--- config.mk ---
export PLATFORM = sky130hd
export DESIGN_NAME = alu_mc_flat
export DESIGN_NICKNAME = d
export VERILOG_FILES = /design/src/rtl/alu_mc_if.sv /design/src/rtl/alu_mc.sv /design/src/flat_wrapper.sv
export SDC_FILE = /design/constraint.sdc
export NUM_CORES = 1
export LEC_CHECK = 0
export CELL_PAD_IN_SITES_DETAIL_PLACEMENT = 0
export CELL_PAD_IN_SITES_GLOBAL_PLACEMENT = 1
export CORE_MARGIN = 2
export CORE_UTILIZATION = 30
export CTS_BUF_LIST = sky130_fd_sc_hd__clkbuf_8
export DETAILED_ROUTE_END_ITERATION = 16
export PLACE_DENSITY_LB_ADDON = 0.15
export SYNTH_ARGS = -nofsm -noshare
export SYNTH_HDL_FRONTEND = slang
export SYNTH_SLANG_ARGS = --single-unit
--- constraint.sdc ---
create_clock -name clk -period 6.2 [get_ports clk]
set_input_delay 0.62 -clock clk [delete_from_list [all_inputs] [get_ports clk]]
set_output_delay 0.62 -clock clk [all_outputs]
set_load 0.01 [all_outputs]
--- src/rtl/alu_mc_if.sv ---
// Request/response bundle between the execute stage and the multi-cycle ALU.
// Handshake: start is sampled only while busy==0; done pulses one cycle and y/flags hold until the next done.
interface alu_mc_if #(parameter int WIDTH = 32) ();
  logic             start;
  logic [3:0]       alu_ctl;
  logic [WIDTH-1:0] a;
  logic [WIDTH-1:0] b;
  logic             busy;
  logic             done;
  logic [WIDTH-1:0] y;
  logic             carry_out;
  logic             overflow;
  logic             zero;
  logic             err;

  modport master (
    output start, alu_ctl, a, b,
    input  busy, done, y, carry_out, overflow, zero, err
  );

  modport slave (
    input  start, alu_ctl, a, b,
    output busy, done, y, carry_out, overflow, zero, err
  );
endinterface

--- src/rtl/alu_mc.sv ---
// WIDTH-generic ALU: single-cycle logic/add/sub/slt with registered results,
// plus an iterative shift-add unsigned multiplier (MUL low half, MULHU high half).
module alu_mc #(
  parameter int WIDTH = 32
) (
  input  logic     clk,
  input  logic     rst,
  alu_mc_if.slave  bus,
  output logic     dbg_state_o
);

  localparam int CW = $clog2(WIDTH + 1);

  typedef enum logic {
    IDLE    = 1'b0,
    MUL_RUN = 1'b1
  } state_e;

  state_e             state_q;
  logic [WIDTH-1:0]   y_q;
  logic               done_q;
  logic               carry_q;
  logic               ovf_q;
  logic               err_q;
  logic [WIDTH-1:0]   mcand_q;
  logic [WIDTH-1:0]   mplier_q;
  logic [2*WIDTH-1:0] acc_q;
  logic [CW-1:0]      cnt_q;
  logic               hi_q;

  logic             ainv;
  logic             binv;
  logic [WIDTH-1:0] a_eff;
  logic [WIDTH-1:0] b_eff;
  logic [WIDTH:0]   sum_w;
  logic             ovf_w;

  logic [WIDTH-1:0] res_y_d;
  logic             res_c_d;
  logic             res_v_d;
  logic             res_err_d;
  logic             is_mul_d;

  logic [WIDTH-1:0]   addend;
  logic [WIDTH:0]     upper_sum;
  logic [2*WIDTH-1:0] acc_d;
  logic               acc_lsb_unused;

  assign ainv  = bus.alu_ctl[3];
  assign binv  = bus.alu_ctl[2];
  assign a_eff = ainv ? ~bus.a : bus.a;
  assign b_eff = binv ? ~bus.b : bus.b;
  // binvert doubles as carry-in, so SUB/SLT compute a + ~b + 1
  assign sum_w = {1'b0, a_eff} + {1'b0, b_eff} + {{WIDTH{1'b0}}, binv};
  assign ovf_w = (a_eff[WIDTH-1] == b_eff[WIDTH-1]) && (sum_w[WIDTH-1] != a_eff[WIDTH-1]);

  always_comb begin
    res_y_d   = '0;
    res_c_d   = 1'b0;
    res_v_d   = 1'b0;
    res_err_d = 1'b0;
    is_mul_d  = 1'b0;
    case (bus.alu_ctl)
      4'b0000: res_y_d = a_eff & b_eff;
      4'b0001: res_y_d = a_eff | b_eff;
      4'b1100: res_y_d = a_eff & b_eff;
      4'b0010, 4'b0110: begin
        res_y_d = sum_w[WIDTH-1:0];
        res_c_d = sum_w[WIDTH];
        res_v_d = ovf_w;
      end
      4'b0111: begin
        res_y_d = {{(WIDTH-1){1'b0}}, sum_w[WIDTH-1] ^ ovf_w};
        res_c_d = sum_w[WIDTH];
      end
      4'b1000, 4'b1001: is_mul_d = 1'b1;
      default: res_err_d = 1'b1;
    endcase
  end

  // One shift-add step: conditionally add multiplier into the upper half, then shift right.
  assign addend         = mcand_q[0] ? mplier_q : '0;
  assign upper_sum      = {1'b0, acc_q[2*WIDTH-1:WIDTH]} + {1'b0, addend};
  assign acc_d          = {upper_sum, acc_q[WIDTH-1:1]};
  assign acc_lsb_unused = acc_q[0];

  always_ff @(posedge clk or posedge rst) begin
    if (rst) begin
      state_q  <= IDLE;
      y_q      <= '0;
      done_q   <= 1'b0;
      carry_q  <= 1'b0;
      ovf_q    <= 1'b0;
      err_q    <= 1'b0;
      mcand_q  <= '0;
      mplier_q <= '0;
      acc_q    <= '0;
      cnt_q    <= '0;
      hi_q     <= 1'b0;
    end else begin
      done_q <= 1'b0;
      case (state_q)
        IDLE: begin
          if (bus.start) begin
            if (is_mul_d) begin
              mcand_q  <= bus.a;
              mplier_q <= bus.b;
              hi_q     <= bus.alu_ctl[0];
              acc_q    <= '0;
              cnt_q    <= CW'(WIDTH);
              state_q  <= MUL_RUN;
            end else begin
              y_q     <= res_y_d;
              carry_q <= res_c_d;
              ovf_q   <= res_v_d;
              err_q   <= res_err_d;
              done_q  <= 1'b1;
            end
          end
        end
        MUL_RUN: begin
          acc_q   <= acc_d;
          mcand_q <= mcand_q >> 1;
          cnt_q   <= cnt_q - CW'(1);
          if (cnt_q == CW'(1)) begin
            y_q     <= hi_q ? acc_d[2*WIDTH-1:WIDTH] : acc_d[WIDTH-1:0];
            carry_q <= 1'b0;
            ovf_q   <= 1'b0;
            err_q   <= 1'b0;
            done_q  <= 1'b1;
            state_q <= IDLE;
          end
        end
      endcase
    end
  end

  assign bus.busy      = (state_q == MUL_RUN);
  assign bus.done      = done_q;
  assign bus.y         = y_q;
  assign bus.carry_out = carry_q;
  assign bus.overflow  = ovf_q;
  assign bus.err       = err_q;
  assign bus.zero      = (y_q == '0);
  assign dbg_state_o   = (state_q == MUL_RUN);

endmodule

--- src/flat_wrapper.sv ---
// flat-port wrapper written by rule: the top's interface ports become plain ports
module alu_mc_flat 
#(
  parameter int WIDTH = 32
)
  (clk, rst, dbg_state_o, bus_start, bus_alu_ctl, bus_a, bus_b, bus_busy, bus_done, bus_y, bus_carry_out, bus_overflow, bus_zero, bus_err);
  alu_mc_if #(.WIDTH(WIDTH)) bus_i ();
  input  logic clk;
  input  logic rst;
  output logic dbg_state_o;
  input wire logic [$bits(bus_i.start)-1:0] bus_start;
  input wire logic [$bits(bus_i.alu_ctl)-1:0] bus_alu_ctl;
  input wire logic [$bits(bus_i.a)-1:0] bus_a;
  input wire logic [$bits(bus_i.b)-1:0] bus_b;
  output wire logic [$bits(bus_i.busy)-1:0] bus_busy;
  output wire logic [$bits(bus_i.done)-1:0] bus_done;
  output wire logic [$bits(bus_i.y)-1:0] bus_y;
  output wire logic [$bits(bus_i.carry_out)-1:0] bus_carry_out;
  output wire logic [$bits(bus_i.overflow)-1:0] bus_overflow;
  output wire logic [$bits(bus_i.zero)-1:0] bus_zero;
  output wire logic [$bits(bus_i.err)-1:0] bus_err;
  assign bus_i.start = bus_start;
  assign bus_i.alu_ctl = bus_alu_ctl;
  assign bus_i.a = bus_a;
  assign bus_i.b = bus_b;
  assign bus_busy = bus_i.busy;
  assign bus_done = bus_i.done;
  assign bus_y = bus_i.y;
  assign bus_carry_out = bus_i.carry_out;
  assign bus_overflow = bus_i.overflow;
  assign bus_zero = bus_i.zero;
  assign bus_err = bus_i.err;
  alu_mc #(.WIDTH(WIDTH)) u_core (.clk(clk), .rst(rst), .bus(bus_i), .dbg_state_o(dbg_state_o));
endmodule
Yosys cells after proc, flatten, opt, wreduce, memory -nomap -nowiden
Cells that the tools add are included.
Cells by class
  bitwise operators: 6
  shifts and indexed selects: 0
  mux-type cells: 40
  div/mod/pow operators: 0
  $lt $le $gt $ge: 0
  add/sub/neg operators: 4
  reduce and logical (&&, ||, !) cells: 11
  equal/unequal tests: 14
  multiply operators: 0
Operators by type and width (count)
  two-way mux 32 bit: 9
  two-way mux 64 bit: 2
  one-hot mux 32 bit (2 select lines): 2
  one-hot mux 32 bit (4 select lines): 1
  one-hot mux 64 bit (2 select lines): 1
  adder 32 x 32 -> 33 bit: 2
  inverter 32 bit: 2
  adder 33 x 1 -> 33 bit: 1
  bitwise AND 32 bit: 1
  zero test 32 bit: 1
  OR 32 bit: 1
  two-way mux 1 bit: 17
  == test 4 bit, second input constant: 3
  two-way mux 6 bit: 2
  one-hot mux 6 bit (2 select lines): 1
  one-hot mux 1 bit (2 select lines): 5
  == test 4 x 3 -> 1 bit, second input constant: 2
  OR reduction 8 bit: 1
  == test 6 x 1 -> 1 bit, second input constant: 1
  inequality test 2 bit, second input constant: 3
  AND reduction 3 bit: 2
  OR reduction 2 bit: 3
  subtractor 6 x 1 -> 6 bit, second input constant: 1
  == test 4 x 1 -> 1 bit, second input constant: 1
  10 further kinds: 10
Storage, ports and cells
  latch bits: 0
  memories: 0
  word-level logic and storage cells: 86
  flip-flop bits (word level): 172
  bits in writable memories: 0
  bits in read-only memories: 0
  input bits: 71
  output and inout port bits: 39

Logic depth before layout (Yosys ltp)
  word-level depth: 11
  depth in mapped cells: 16
  depth with buffers taken out: 14

Worst setup path after synthesis
Ideal clock, no wire load.
  kind: input to register
  start: in bus_alu_ctl[2]
  end: reg u_core.y_q[20] (netlist: u_core.bus.y[20])
  buffers on the path: 3
  data required time: 6065 ps
  cell stages on the path: 13
  setup slack: 2273 ps
  arrival time: 3792 ps
  setup time: 135 ps
  path through: clkbuf_1 > buf_1 > buf_1 > xor2_1 > ha_1 > a2111o_1 > o21ai_0 > nand2_1 > a41oi_1 > o21ai_0 > xnor2_1 > a221oi_1 > o211ai_1
On the way
  longest elaborated chain between the ends: 7
  elaborated cells on any way between the ends: 23
  classes of those cells: add/sub: 2; eq/ne: 8; mux: 6; bitwise: 2; reduce/logical: 5
RTL lines
  from (decl): RTL line flat_wrapper.sv:12  | input wire logic [$bits(bus_i.alu_ctl)-1:0] bus_alu_ctl;
  two-way mux 32 bit: RTL line alu_mc.sv:52  | assign b_eff = binv ? ~bus.b : bus.b;
  adder 32 x 32 -> 33 bit: RTL line alu_mc.sv:54  | assign sum_w = {1'b0, a_eff} + {1'b0, b_eff} + {{WIDTH{1'b0}}, binv};
  adder 33 x 1 -> 33 bit: RTL line alu_mc.sv:54
  one-hot mux 32 bit (4 select lines): RTL line alu_mc.sv:63  | case (bus.alu_ctl)
  two-way mux 32 bit: RTL line alu_mc.sv:105  | if (is_mul_d) begin
  two-way mux 32 bit: RTL line alu_mc.sv:104  | if (bus.start) begin
  one-hot mux 32 bit (2 select lines): RTL line alu_mc.sv:102  | case (state_q)
  to (signal assigned): RTL line alu_mc.sv:113  | y_q <= res_y_d;
  to (signal assigned): RTL line alu_mc.sv:126  | y_q <= hi_q ? acc_d[2*WIDTH-1:WIDTH] : acc_d[WIDTH-1:0];
  to (decl): RTL line alu_mc.sv:20  | logic [WIDTH-1:0] y_q;
Several ways; a longest one is shown, not always the timed one. The select of a mux whose other input is x is not followed.
A chain may end at the register's enable or synchronous reset.

Worst setup path after layout
  start: reg u_core.mcand_q[0]
  end: reg u_core.y_q[25] (netlist: u_core.bus.y[25])
On the way
  longest elaborated chain between the ends: 5
RTL lines
  from (decl): RTL line alu_mc.sv:25  | logic [WIDTH-1:0] mcand_q;
  from (signal assigned): RTL line alu_mc.sv:106  | mcand_q <= bus.a;
  from (signal assigned): RTL line alu_mc.sv:123  | mcand_q <= mcand_q >> 1;
  two-way mux 32 bit: RTL line alu_mc.sv:82  | assign addend = mcand_q[0] ? mplier_q : '0;
  adder 32 x 32 -> 33 bit: RTL line alu_mc.sv:83  | assign upper_sum = {1'b0, acc_q[2*WIDTH-1:WIDTH]} + {1'b0, addend};
  two-way mux 32 bit: RTL line alu_mc.sv:126
  two-way mux 32 bit: RTL line alu_mc.sv:125  | if (cnt_q == CW'(1)) begin
  one-hot mux 32 bit (2 select lines): RTL line alu_mc.sv:102
No other way between the ends. The select of a mux whose other input is x is not followed.

==> impl_metrics.ini <==
[finish]
nFillCells = 4431
area_delta_synth_final_pct = 15.7
postLayoutCellArea_um2 = 14800
fin_nets = 1737
diodes = 0
drive_above_1_share_pct = 7.41

[route]
drc = 0
postRouteAntennaNets = 0
wl_per_cell_um = 20.7
vias_per_cell = 5.18
wirelength_um = 43900
dr.first_iter.drc_count = 803
vias = 11000
drt_pass1_iterations = 5

[power]
clkPwrFrac_pct = 14.5
combPwrFrac_pct = 50.2
power.switching_mw = 2.62
p_int_mw = 3.10
swShare_pct = 45.9
p_per_area_nw_per_um2 = 386
leakagePower_nw = 6.61
power_frac_seq_pct = 35.3
peakVddDrop_mv = 0.155

[floorplanning]
dieArea_um2 = 44400
start_util_pct = 30.5
die_w_um = 211
core_um2 = 42000
rows = 75
pin_count = 110
fp.dieH_um = 211

[status]
outcome = complete, no violations

[synthesis]
synth_nets = 1672
syn_inst = 1501
synthArstFlopShare_pct = 100
yosysSeqAreaShare_pct = 33.4
synth_edf_count = 0
yosysWarnings = 0
synth-main-ff-cell = dfrtp_1
avgSynthCellArea_um2 = 8.53
netlist_area_um2 = 12800
synth.distinct_cells = 75
ys_ff_latch = 171

[min_path]
hold_class = in -> async

[sta]
fmax_mhz = 233
rsz0062_at_grt = no
fin_crit_ns = 4.29
finClkSkew_ns = 0.0173
fin_crit_sh_pct = 69.2
tns_ns = 0
hold_violations = 0
worst_slew_pin_slew_ns = 1.16
drv_slew = 0
setup_viol = 0
slew_headroom_pct = 22.5

[global_routing]
grt_max_degree = 143
grt-ovfl-total = 0
grtUsageTotal_pct = 20.1
grt_pass1_wl_um = 66800
antenna_found_initial = 0
grt_pass1_vias = 10500

[worst_setup_path]
cp-start-kind = register
crit_type = reg -> reg
crit_required_ns = 6.62
critical_path_arrival_ns = 4.71
endpoint_kind = register
worstPathMaxFanout = 21

[clock_tree]
cts.path.max_buffers = 2
postCtsSetupBuffers = 0
cts.clk_slew.worst_paths_ns = 0.12
htreeDepth = 4
hold_buffers = 0
cts_tree = yes
clk_latency_ns = 0.53
ctsResizeCount = 0
clockRootBuffer = clkbuf_8
clock_sinks = 171
numCtsBuffers = 17

[placement]
portBuffers = 109
dpl.hpwl_um = 32800
routabilityCongestion = 0.829
place_area_um2 = 14400

[run]
max_cap_viol_count = 0
## path summary, 6_finish.rpt
kind                                                start                               to  slack [ns]  cells after the start
min reg2reg                u_core.mcand_q[16]$_DFFE_PP0P_   u_core.mcand_q[15]$_DFFE_PP0P_        0.49                      2
max reg2reg                 u_core.mcand_q[0]$_DFFE_PP0P_     u_core.bus.y[25]$_DFFE_PP0P_        1.91                     13
max in group asynchronous                             rst  u_core.mplier_q[23]$_DFFE_PP0P_        4.59                      3
max                         u_core.mcand_q[0]$_DFFE_PP0P_     u_core.bus.y[25]$_DFFE_PP0P_        1.91                     13
min                                                   rst    u_core.mcand_q[4]$_DFFE_PP0P_        0.43                      2
min in group clk           u_core.mcand_q[16]$_DFFE_PP0P_   u_core.mcand_q[15]$_DFFE_PP0P_        0.49                      2
## metrics by stage
stage	util [%]	std cells	hold WS (ns)	total power [mW]	worst slack, ns
5_1_grt	35.2	2118	0.449	6.17	1.63
3_3_place_gp	34.3	2086	0.461	4.89	1.82
3_5_place_dp	34.3	2086	0.470	4.91	1.77
2_1_floorplan	-	1501	0.448	3.82	0.948
4_1_cts	35.2	2118	0.405	5.76	1.81
6_report	35.2	2118	0.428	5.72	1.91
## layout make-up
cell class / count / area [um^2] / share of cell area [%]
sequential: 171 / 4280 / 28.9
timing repair buffer: 127 / 1230 / 8.29
clock inverter: 15 / 150 / 1.01
tap: 539 / 674 / 4.55
multi-input combinational: 1164 / 7920 / 53.5
inverter: 85 / 324 / 2.19
clock buffer: 17 / 234 / 1.58
## metal layers
layer  GRT usage (%)  routed length [um]
met1            29.4               22100
met2            31.3               19800
met3            2.21                1390
met4            5.10                 609
met5               0                   0
## Yosys cell counts (9+ instances only)
cell type / instances / share of area (%)
nand2_1: 223 / 6.5
dfrtp_1: 171 / 33
o21ai_0: 132 / 5.2
ha_1: 98 / 9.6
nor2_1: 94 / 2.8
inv_1: 84 / 2.5
xor2_1: 83 / 5.7
a21oi_1: 66 / 2.6
clkbuf_1: 65 / 1.9
mux2_2: 46 / 4.0
mux2i_1: 44 / 3.4
and2_1: 38 / 1.9
xnor2_1: 37 / 2.5
a21o_1: 23 / 1.3
nand3_1: 23 / 0.90
o221ai_1: 19 / 1.3
a221oi_1: 18 / 1.2
nand2b_1: 17 / 0.83
a211oi_1: 16 / 0.94
nor2b_1: 14 / 0.68
nor3_1: 13 / 0.51
nor4_1: 12 / 0.59
o21a_1: 12 / 0.70
buf_1: 11 / 0.32
o211ai_1: 11 / 0.64
and3_1: 9 / 0.44
o31ai_1: 9 / 0.53
## power by group through the flow
stage	registers [mW]	logic, mW	clock network, mW
detailed placement	2.04	2.87	0
CTS	2.02	2.88	0.863
floorplan	1.87	1.94	0
finish	2.02	2.87	0.829
global route	2.07	3.19	0.900
global placement	2.04	2.85	0
## flip-flops by register name, summed over array words and instances, names as in the netlist
name / cells
u_core.acc_q: 63
u_core.hi_q: 1
u_core.mplier_q: 32
u_core.mcand_q: 32
u_core.bus.carry_out: 1
u_core.bus.busy: 1
u_core.bus.done: 1
u_core.cnt_q: 6
u_core.bus.y: 32
u_core.bus.overflow: 1
u_core.bus.err: 1
## logic make-up (layout without fill, tap and decap cells)
group | Yosys count | in the layout | share of synthesized area (%)
compound gates | 381 | 381 | 19.2
xor+xnor | 120 | 120 | 8.21
fa+ha+maj | 100 | 100 | 9.89
buf+inv | 166 | 244 | 4.95
flops | 171 | 171 | 33.4
mux | 91 | 91 | 7.60
simple gates | 472 | 472 | 16.8
## critical path, stage by stage (launching register included)
cell and delay, ns:
dfrtp_1 0.86, and2_1 0.23, ha_1 0.19, inv_1 0.07, fa_1 0.43, nand2b_1 0.18
a21oi_1 0.26, o22ai_2 0.19, a211oi_1 0.57, or2_1 0.21, and2_4 0.14, o21a_1 0.16
mux2_4 0.33, o32a_1 0.34
## cell usage in the layout, fill, tap and decap left out, types with 11 or more instances in the layout
cell type	Yosys	routed
a21oi_1	66	65
xnor2_1	37	37
nand2b_1	17	17
xor2_1	83	83
and2_1	38	38
nor2_1	94	94
dfrtp_1	171	170
nor3_1	13	13
mux2i_1	44	44
clkbuf_8	0	17
ha_1	98	98
buf_4	2	17
nand2_1	223	223
o21ai_0	132	132
o221ai_1	19	19
a221oi_1	18	18
nor2b_1	14	14
mux2_2	46	46
inv_1	84	83
nor4_1	12	11
a21o_1	23	23
a211oi_1	16	16
o211ai_1	11	11
nand3_1	23	21
clkdlybuf4s50_1	0	107
o21a_1	12	12
No activity file was read; power rests on OpenSTA's default activity.
